### src/rtl/keypad_scanner_if.sv
// Keypad-side and game-side signals of the keypad scanner, bundled as one port.
// The master side is the scanner; the slave side is the keypad/consumer.
interface keypad_scanner_if;
  logic [3:0] row;
  logic [3:0] col;
  logic [3:0] key;
  logic       key_valid;
  logic       key_held;

  modport master (
    input  row,
    output col,
    output key,
    output key_valid,
    output key_held
  );

  modport slave (
    output row,
    input  col,
    input  key,
    input  key_valid,
    input  key_held
  );
endinterface

### src/rtl/keypad_scanner.sv
// 4x4 matrix keypad scanner: column drive, synchronised row sampling,
// per-sweep classification and a debounce FSM emitting one strobe per press.
module keypad_scanner #(
  parameter int unsigned SCAN_DIV = 100000,
  parameter int unsigned DEBOUNCE = 4
) (
  input  logic             clk,
  input  logic             rst,
  keypad_scanner_if.master bus
);

  localparam int unsigned     DW       = (SCAN_DIV > 1) ? $clog2(SCAN_DIV) : 1;
  localparam logic [DW-1:0]   DIV_LAST = DW'(SCAN_DIV - 1);
  localparam logic [3:0]      DEB_N    = 4'(DEBOUNCE);

  typedef enum logic [1:0] {
    S_IDLE,
    S_ARM,
    S_PRESSED
  } state_t;

  logic [3:0]    row_meta_q;
  logic [3:0]    row_sync_q;
  logic [DW-1:0] div_q;
  logic [1:0]    col_idx_q;
  logic [15:0]   hits_q;
  logic [15:0]   hits_d;
  logic          tc;
  logic          sweep_end;

  state_t        state_q;
  logic [3:0]    cnt_q;
  logic [3:0]    cand_q;
  logic [3:0]    key_q;
  logic          key_valid_q;
  logic          key_held_q;

  logic          hit_any;
  logic          hit_multi;
  logic [3:0]    hit_idx;
  logic          is_none;
  logic          is_single;
  logic [3:0]    sweep_code;
  logic [3:0]    cnt_inc;

  // Hex legend for intersection index {row, col}, column 0 leftmost.
  function automatic logic [3:0] keymap(input logic [3:0] idx);
    logic [3:0] code;
    case (idx)
      4'd0:    code = 4'h1;
      4'd1:    code = 4'h2;
      4'd2:    code = 4'h3;
      4'd3:    code = 4'hA;
      4'd4:    code = 4'h4;
      4'd5:    code = 4'h5;
      4'd6:    code = 4'h6;
      4'd7:    code = 4'hB;
      4'd8:    code = 4'h7;
      4'd9:    code = 4'h8;
      4'd10:   code = 4'h9;
      4'd11:   code = 4'hC;
      4'd12:   code = 4'h0;
      4'd13:   code = 4'hF;
      4'd14:   code = 4'hE;
      default: code = 4'hD;
    endcase
    return code;
  endfunction

  assign tc        = (div_q == DIV_LAST);
  assign sweep_end = tc && (col_idx_q == 2'd3);

  // Accumulated hits including the column being sampled right now, so the
  // column-3 sample takes part in the classification of its own sweep.
  always_comb begin
    logic [3:0] bidx;
    hits_d = hits_q;
    bidx   = '0;
    for (int unsigned r = 0; r < 4; r++) begin
      bidx = {r[1:0], col_idx_q};
      if (!row_sync_q[r]) hits_d[bidx] = 1'b1;
    end
  end

  always_comb begin
    hit_any   = 1'b0;
    hit_multi = 1'b0;
    hit_idx   = '0;
    for (int unsigned i = 0; i < 16; i++) begin
      if (hits_d[i]) begin
        if (hit_any) hit_multi = 1'b1;
        hit_any = 1'b1;
        hit_idx = i[3:0];
      end
    end
    is_none    = !hit_any;
    is_single  = hit_any && !hit_multi;
    sweep_code = keymap(hit_idx);
    cnt_inc    = cnt_q + 4'd1;
  end

  always_ff @(posedge clk or negedge rst) begin
    if (!rst) begin
      row_meta_q <= '0;
      row_sync_q <= '0;
      div_q      <= '0;
      col_idx_q  <= '0;
      hits_q     <= '0;
    end else begin
      row_meta_q <= bus.row;
      row_sync_q <= row_meta_q;
      if (tc) begin
        div_q     <= '0;
        col_idx_q <= col_idx_q + 2'd1;
        hits_q    <= (col_idx_q == 2'd3) ? '0 : hits_d;
      end else begin
        div_q <= div_q + DW'(1);
      end
    end
  end

  // cnt_q counts qualifying sweeps in ARM and release sweeps in PRESSED.
  always_ff @(posedge clk or negedge rst) begin
    if (!rst) begin
      state_q     <= S_IDLE;
      cnt_q       <= '0;
      cand_q      <= '0;
      key_q       <= '0;
      key_valid_q <= 1'b0;
      key_held_q  <= 1'b0;
    end else begin
      key_valid_q <= 1'b0;
      if (sweep_end) begin
        case (state_q)
          S_IDLE: begin
            if (is_single) begin
              cand_q <= sweep_code;
              if (DEB_N == 4'd1) begin
                key_q       <= sweep_code;
                key_valid_q <= 1'b1;
                key_held_q  <= 1'b1;
                cnt_q       <= '0;
                state_q     <= S_PRESSED;
              end else begin
                cnt_q   <= 4'd1;
                state_q <= S_ARM;
              end
            end
          end
          S_ARM: begin
            if (is_single && (sweep_code == cand_q)) begin
              if (cnt_inc == DEB_N) begin
                key_q       <= cand_q;
                key_valid_q <= 1'b1;
                key_held_q  <= 1'b1;
                cnt_q       <= '0;
                state_q     <= S_PRESSED;
              end else begin
                cnt_q <= cnt_inc;
              end
            end else begin
              cnt_q   <= '0;
              state_q <= S_IDLE;
            end
          end
          S_PRESSED: begin
            if (is_none) begin
              if (cnt_inc == DEB_N) begin
                key_held_q <= 1'b0;
                cnt_q      <= '0;
                state_q    <= S_IDLE;
              end else begin
                cnt_q <= cnt_inc;
              end
            end else begin
              cnt_q <= '0;
            end
          end
          default: begin
            cnt_q   <= '0;
            state_q <= S_IDLE;
          end
        endcase
      end
    end
  end

  assign bus.col       = ~(4'b0001 << col_idx_q);
  assign bus.key       = key_q;
  assign bus.key_valid = key_valid_q;
  assign bus.key_held  = key_held_q;

endmodule
### src/flat_wrapper.sv
// flat-port wrapper written by rule: the top's interface ports become plain ports
module keypad_scanner_flat 
#(
  parameter int unsigned SCAN_DIV = 100000,
  parameter int unsigned DEBOUNCE = 4
)
  (clk, rst, bus_row, bus_col, bus_key, bus_key_valid, bus_key_held);
  keypad_scanner_if bus_i ();
  input  logic clk;
  input  logic rst;
  input wire logic [$bits(bus_i.row)-1:0] bus_row;
  output wire logic [$bits(bus_i.col)-1:0] bus_col;
  output wire logic [$bits(bus_i.key)-1:0] bus_key;
  output wire logic [$bits(bus_i.key_valid)-1:0] bus_key_valid;
  output wire logic [$bits(bus_i.key_held)-1:0] bus_key_held;
  assign bus_i.row = bus_row;
  assign bus_col = bus_i.col;
  assign bus_key = bus_i.key;
  assign bus_key_valid = bus_i.key_valid;
  assign bus_key_held = bus_i.key_held;
  keypad_scanner #(.SCAN_DIV(SCAN_DIV), .DEBOUNCE(DEBOUNCE)) u_core (.clk(clk), .rst(rst), .bus(bus_i));
endmodule
### config.mk
export PLATFORM = sky130hd
export DESIGN_NAME = keypad_scanner_flat
export DESIGN_NICKNAME = d
export VERILOG_FILES = /design/src/rtl/keypad_scanner_if.sv /design/src/rtl/keypad_scanner.sv /design/src/flat_wrapper.sv
export SDC_FILE = /design/constraint.sdc
export NUM_CORES = 1
export LEC_CHECK = 0
export ABC_AREA = 1
export BUFFER_PORTS_ARGS = -buffer_cell sky130_fd_sc_hd__buf_2
export CELL_PAD_IN_SITES_DETAIL_PLACEMENT = 0
export CELL_PAD_IN_SITES_GLOBAL_PLACEMENT = 1
export CORE_MARGIN = 5
export CORE_UTILIZATION = 45
export DETAILED_ROUTE_END_ITERATION = 16
export GPL_TIMING_DRIVEN = 1
export MAX_ROUTING_LAYER = met4
export PLACE_DENSITY_LB_ADDON = 0.1
export SETUP_SLACK_MARGIN = 0.05
export SLEW_MARGIN = 5
export SYNTH_ARGS = -nofsm -noshare
export SYNTH_HDL_FRONTEND = slang
export SYNTH_SLANG_ARGS = --single-unit
### constraint.sdc
create_clock -name clk -period 3.8 [get_ports clk]
set_input_delay 0.76 -clock clk [delete_from_list [all_inputs] [get_ports clk]]
set_output_delay 0.76 -clock clk [all_outputs]
set_load 0.03 [all_outputs]
# [Word-level counts from Yosys, hierarchy flattened]
# Memories as Yosys holds them, arrays and structs flattened.
# Index checks and enable logic that the tools add are counted.
[totals] input_bits=6 elab_cells=151 rom_bits=64 register_bits=59 memories=1 output_inout_bits=10 latchBits=0 ramBits=0
[memory_table] memory="(name not given)" depth=16 word_bits=4 read_ports=1 rd_ports_with_merged_regs=0 wr=0 line="keypad_scanner.sv:49" rtl="case (idx)"
[classes] n_bitwise=5 n_shift=1 n_reduce_logical=15 mul=0 eq_ne=12 mux=95 order_cmp=8 div_mod_pow=0 addsub=3
[ops] operator="16-bit 2-to-1 mux" count=5
[ops] operator="1-bit 2-to-1 mux" count=59
[ops] operator="4-bit 2-to-1 mux" count=12
[ops] operator="17-bit by 1-bit adder with 17-bit output (second input constant)" count=1
[ops] operator="17-bit equality test (second input constant)" count=1
[ops] operator="17-bit 2-to-1 mux" count=1
[ops] operator="16-bit by 12-bit bitwise OR with 16-bit output" count=1
[ops] operator="16-bit bitwise OR" count=1
[ops] operator="16-bit by 4-bit bitwise OR with 16-bit output" count=1
[ops] operator="16-bit by 8-bit bitwise OR with 16-bit output" count=1
[ops] operator="2-bit 2-to-1 mux" count=7
[ops] operator="3-bit 2-to-1 mux" count=4
[ops] operator="4-bit case mux with 3 select lines" count=1
[ops] operator="4-bit by 5-bit less-than comparator with 1-bit output (second input constant)" count=2
[ops] operator="1-bit demux with 2-bit select" count=4
[ops] operator="4-bit by 1-bit greater-or-equal comparator with 1-bit output (second input constant)" count=2
[ops] operator="2-bit by 1-bit != test with 1-bit output (second input constant)" count=4
[ops] operator="1-bit logical AND" count=7
[ops] operator="2-bit case mux with 3 select lines" count=1
[ops] operator="6-bit AND reduction" count=1
[ops] operator="2-bit by 5-bit less-than comparator with 1-bit output (second input constant)" count=1
[ops] operator="3-bit by 5-bit less-than comparator with 1-bit output (second input constant)" count=1
[ops] operator="5-bit AND reduction" count=1
[ops] operator="4-bit by 1-bit adder with 4-bit output (second input constant)" count=1
[ops] operator="other kinds (18)" count=19

# [Logic depth before layout (Yosys ltp)]
[depth] depth_word=49 mapped_depth=34 depth_no_buf=34

# [Least setup slack after synthesis]
# No wires, ideal clock.
[synth_timing] kind="reg2reg" startpoint="register u_core.col_idx_q[0]" endpoint="register u_core.key_q[2] (netlist: u_core.bus.key[2])" arrival_time_ns=2.982 synth_period_minus_slack_ns=3.103 setup_ns=0.122 slack_ns=0.697 required_ns=3.678 path_stages_with_launch=29 path_cell_list="dfrtp_1 inv_1 ha_1 inv_2 o21ai_2 inv_1 nand2_1 nand2_1 nand2_1 nand2_1 nand2_1 nand2_1 nand2_1 nand2_1 nand2_1 nand2_1 ha_1 nor2_1 nand2_2 o211ai_4 nor2_1 nor2_1 nand4_1 nor2_1 nand3_1 nor2_2 nand3_2 nand2_1 o21ai_1"
[synth_via] elab_chain_len=47 elab_cells_between_ends=97 cone_classes="order compare (8); eq/ne (2); mux (73); bitwise (4); reduce/logical (9); memory (1)"
[synth_lines] element="from (decl)" line="keypad_scanner.sv:25" rtl="logic [1:0] col_idx_q;"
[synth_lines] element="from (signal assigned)" line="keypad_scanner.sv:114" rtl="col_idx_q <= col_idx_q + 2'd1;"
[synth_lines] element="2-bit by 5-bit less-than comparator with 1-bit output (not written as such) or 2-bit by 1-bit greater-or-equal comparator with 1-bit output (tied branches)" line="keypad_scanner.sv:81" rtl="if (!row_sync_q[r]) hits_d[bidx] = 1'b1;"
[synth_lines] element="1-bit logical AND (not written as such)" line="keypad_scanner.sv:81"
[synth_lines] element="1-bit 2-to-1 mux (not written as such)" line="keypad_scanner.sv:81"
[synth_lines] element="1-bit demux with 2-bit select"
[synth_lines] element="16-bit by 4-bit bitwise OR with 16-bit output (no source line)"
[synth_lines] element="16-bit 2-to-1 mux" line="keypad_scanner.sv:81"
[synth_lines] element="16-bit by 8-bit bitwise OR with 16-bit output (no source line)"
[synth_lines] element="16-bit 2-to-1 mux" line="keypad_scanner.sv:81"
[synth_lines] element="(+31 left out)"
[synth_lines] element="1-bit 2-to-1 mux" line="keypad_scanner.sv:91" rtl="if (hit_any) hit_multi = 1'b1;"
[synth_lines] element="1-bit 2-to-1 mux" line="keypad_scanner.sv:90" rtl="if (hits_d[i]) begin"
[synth_lines] element="1-bit 2-to-1 mux" line="keypad_scanner.sv:91"
[synth_lines] element="1-bit 2-to-1 mux" line="keypad_scanner.sv:90"
[synth_lines] element="1-bit zero test" line="keypad_scanner.sv:97" rtl="is_single = hit_any && !hit_multi;"
[synth_lines] element="1-bit logical AND" line="keypad_scanner.sv:97"
[synth_lines] element="1-bit logical AND" line="keypad_scanner.sv:151" rtl="if (is_single && (sweep_code == cand_q)) begin"
[synth_lines] element="4-bit AND reduction (no source line) *"
[synth_lines] element="to (signal assigned)" line="keypad_scanner.sv:139" rtl="key_q <= sweep_code;"
[synth_lines] element="to (signal assigned)" line="keypad_scanner.sv:153" rtl="key_q <= cand_q;"
[synth_lines] element="to (decl)" line="keypad_scanner.sv:34" rtl="logic [3:0] key_q;"
# Mark *: on every way between the ends. The rest lies on a longest branch, timed or not.
# A chain may end at the register's enable or synchronous reset.

# [Worst setup path after layout]
[layout_timing] startpoint="register u_core.col_idx_q[1]" endpoint="register u_core.key_q[1] (netlist: u_core.bus.key[1])"
# Same word-level chain as after synthesis.

==> summary.md <==
| Metric | Value |
|---|---|
| Cell Area, Synth | `3550 µm²` |
| Via Count | `2989` |
| Worst-path fanout max | `9` |
| Final ANT Viol Nets | `0` |
| Min cycle time layout | `3290 ps` |
| FF+latch area | `1480 µm²` |
| CTS Sinks | `59` |
| Clock Skew | `6.97 ps` |
| Ys async rst share | `1.00` |
| Post-synth EDFFs | `0` |
| NetSw | `333 µW` |
| Input/output buffers | `15` |
| Inserted Clock Buffers | `9` |
| Tightest Pin Transition | `721 ps` |
| Sw Share | `0.258` |
| Final Setup Violations | `0` |
| IO Pins | `16` |
| TNS Setup | `0 ps` |
| Layout Nets | `517` |
| Number of fill cells | `783` |
| Worst path buffer plus inverter count | `3` |
| Fmax | `304 MHz` |
| Worst-path clk slew | `80 ps` |
| CP Class | `flip-flop to flip-flop` |
| Wirelength per Cell | `12.9 µm` |
| Clk pwr share | `0.455` |
| Vias in the first global route | `2925` |
| Antenna violations before repair | `0` |
| Flop-to-flop setup slack | `510 ps` |
| Total GRT Usage | `0.178` |
| Die height | `98.8 µm` |
| Mux cell area share after synthesis | `0` |
| CTS root buf | `clkbuf_8` |
| Setup crit start kind | `flip-flop` |
| Lkg Pwr | `0.00204 µW` |
| Crit path required time | `4030 ps` |
| Largest net degree at the start of global routing | `27` |
| Final hold vios | `0` |
| Die area | `9760 µm²` |
| Synth Instances | `473` |
| Period utilisation layout | `0.864` |
| Power Total | `1290 µW` |
| Xor and xnor area share after synthesis | `0.0148` |
| Status | `completed` |
| Critical path's largest stage delay | `400 ps` |
| Area Growth Syn to Fin | `12.4%` |
| First-pass GRT wire length | `13700 µm` |
| Main combinational cell family by area after synthesis | `simple AND/OR/NAND/NOR gates` |
| 1st-iter DRT viols | `123` |
| Synth Net Count | `492` |
| RSZ-0062 raised after global routing | `no` |
| Diode count | `0` |
| Final WL | `7800 µm` |
| Worst-Skew Late Latency | `340 ps` |
| Worst VDD drop | `0.250 mV` |
| Crit-path leading delay family | `simple AND/OR/NAND/NOR gates` |
| Die width | `98.8 µm` |
| Multi-input logic area | `1740 µm²` |
| Hold WC Path Type | `flip-flop to flip-flop` |
| Syn Area/Cell | `7.50 µm²` |
| Ys flop type | `dfrtp_1` |
| Most frequent CP cell | `nand2_1` |
| Most frequent cells in the layout | `nand2_1, inv_1, dfrtp_1, nor2_1, nand3_1` |
| Starting Density | `0.461` |
| Final GP Congestion | `0.933` |
| Compound-Gate Fraction of Synth Area | `0.114` |
| Synth Area in Adders | `0.0459` |
| Register area share after synthesis | `0.416` |
| Gr ovfl total | `0` |
| Drt drc | `0` |
| DR pass1 iterations | `4` |
| Maximum root-to-sink buffer count | `2` |
| CP Capture Type | `flip-flop` |
| Max Transition Viols Final | `0` |
| CTS tree | `done` |
| Placement row count | `32` |
| Sequential Power Share | `0.492` |
| Count of state elements after synthesis | `59` |
| Vias per cell | `4.94` |
| Cts hold-fix bufs | `0` |
| Most common cell after layout, fill and taps aside | `nand2_1` |
| P_int | `958 µW` |
| Synth warn | `0` |
| Core area | `7690 µm²` |
| Maxcap violations | `0` |
| WP data arrival | `3520 ps` |
| Power density over cell area | `324 nW/µm²` |
| Post-DP HPWL | `6020 µm` |
| Combinational power share | `0.053` |
| Layout cells sized above 1 | `0.165` |
| Synth Area in Simple Gates | `0.307` |
| Yosys cell types | `42` |
| Max-Slew Margin vs Limit | `0.518` |
| Critical-path cell with the highest stage delay | `dfrtp_1` |
| H-tree depth | `3` |
flip-flops by register name, indices dropped and copies added, names as in the netlist:
| signal | flops |
|---|---|
| u_core.div_q | 17 |
| u_core.hits_q | 16 |
| u_core.bus.key | 4 |
| u_core.cand_q | 4 |
| u_core.cnt_q | 4 |
| u_core.row_meta_q | 4 |
| u_core.row_sync_q | 4 |
| u_core.col_idx_q | 2 |
| u_core.state_q | 2 |
| u_core.bus.key_held | 1 |
| u_core.bus.key_valid | 1 |
power groups by stage:
stage               clock (µW)  combinational (µW)  sequential (µW)
finish                     588                68.3              635
CTS                        604                69.2              635
floorplan                    0                42.3              646
detailed placement           0                68.7              648
global placement             0                68.6              647
global route               634                78.5              636
cell type report:
class / instances / area share
Clock inverter: 7 / 0.0195
Multi-Input combinational cell: 318 / 0.435
Tap cell: 102 / 0.0320
Inverter: 92 / 0.0873
Sequential cell: 59 / 0.370
Clock buffer: 9 / 0.0311
Timing Repair Buffer: 18 / 0.0245
Yosys cell counts (all sizes together) (2+ instances only):
master / number / share of area
clkbuf: 3 / 0.0032
o21bai: 3 / 0.0085
dfrtp: 59 / 0.42
nor2: 47 / 0.069
inv: 90 / 0.096
o21ai: 37 / 0.054
clkinv: 2 / 0.0021
nand2: 129 / 0.15
nor4: 4 / 0.0071
xor2: 5 / 0.012
nand4: 12 / 0.021
ha: 13 / 0.046
nand3: 35 / 0.051
o211ai: 3 / 0.010
a21oi: 13 / 0.022
nor3: 6 / 0.0099
logic make-up after synthesis:
| family | after synthesis |
|---|---|
| AND/OR/NAND/NOR | 235 |
| buffers and inverters | 96 |
| AO/OA/AOI/OAI | 64 |
| flip-flops | 59 |
| adder cells (fa/ha/maj) | 13 |
| XOR/XNOR | 6 |
through the flow:
stage	util	setup slack [ps]	area [µm²]	hold WS [ps]	std cells
after floorplan	-	697	3550	331	473
after global placement	0.489	400	3760	334	589
after detailed placement	0.489	373	3760	338	589
after CTS	0.515	360	3960	360	605
after global routing	0.519	48.9	3990	360	605
final	0.519	515	3990	356	605
metal layers:
metal,track usage,vias to the layer above,share of wire
met5,-,-,0
li1,-,1551,-
met1,0.237,1387,0.50
met4,0.0588,0,0.013
met3,0.0326,11,0.031
met2,0.276,40,0.46
worst paths after layout:
path                       cells past startpoint            startpoint                    to
max                                           32   u_core.col_idx_q[1]     u_core.bus.key[1]
min in group asynchronous                      1                   rst      u_core.cand_q[1]
max reg2reg                                   32   u_core.col_idx_q[1]     u_core.bus.key[1]
min                                            0  u_core.row_meta_q[3]  u_core.row_sync_q[3]
min reg2reg                                    0  u_core.row_meta_q[3]  u_core.row_sync_q[3]
max in group asynchronous                      2                   rst      u_core.div_q[15]
what timing repair did:
| action | CTS | global route |
|---|---|---|
| gates resized for setup | 0 | 7 |
| setup endpoints to repair | 0 | 11 |
| buffers inserted | 0 | 0 |
Power figures use the tool's default switching activity.
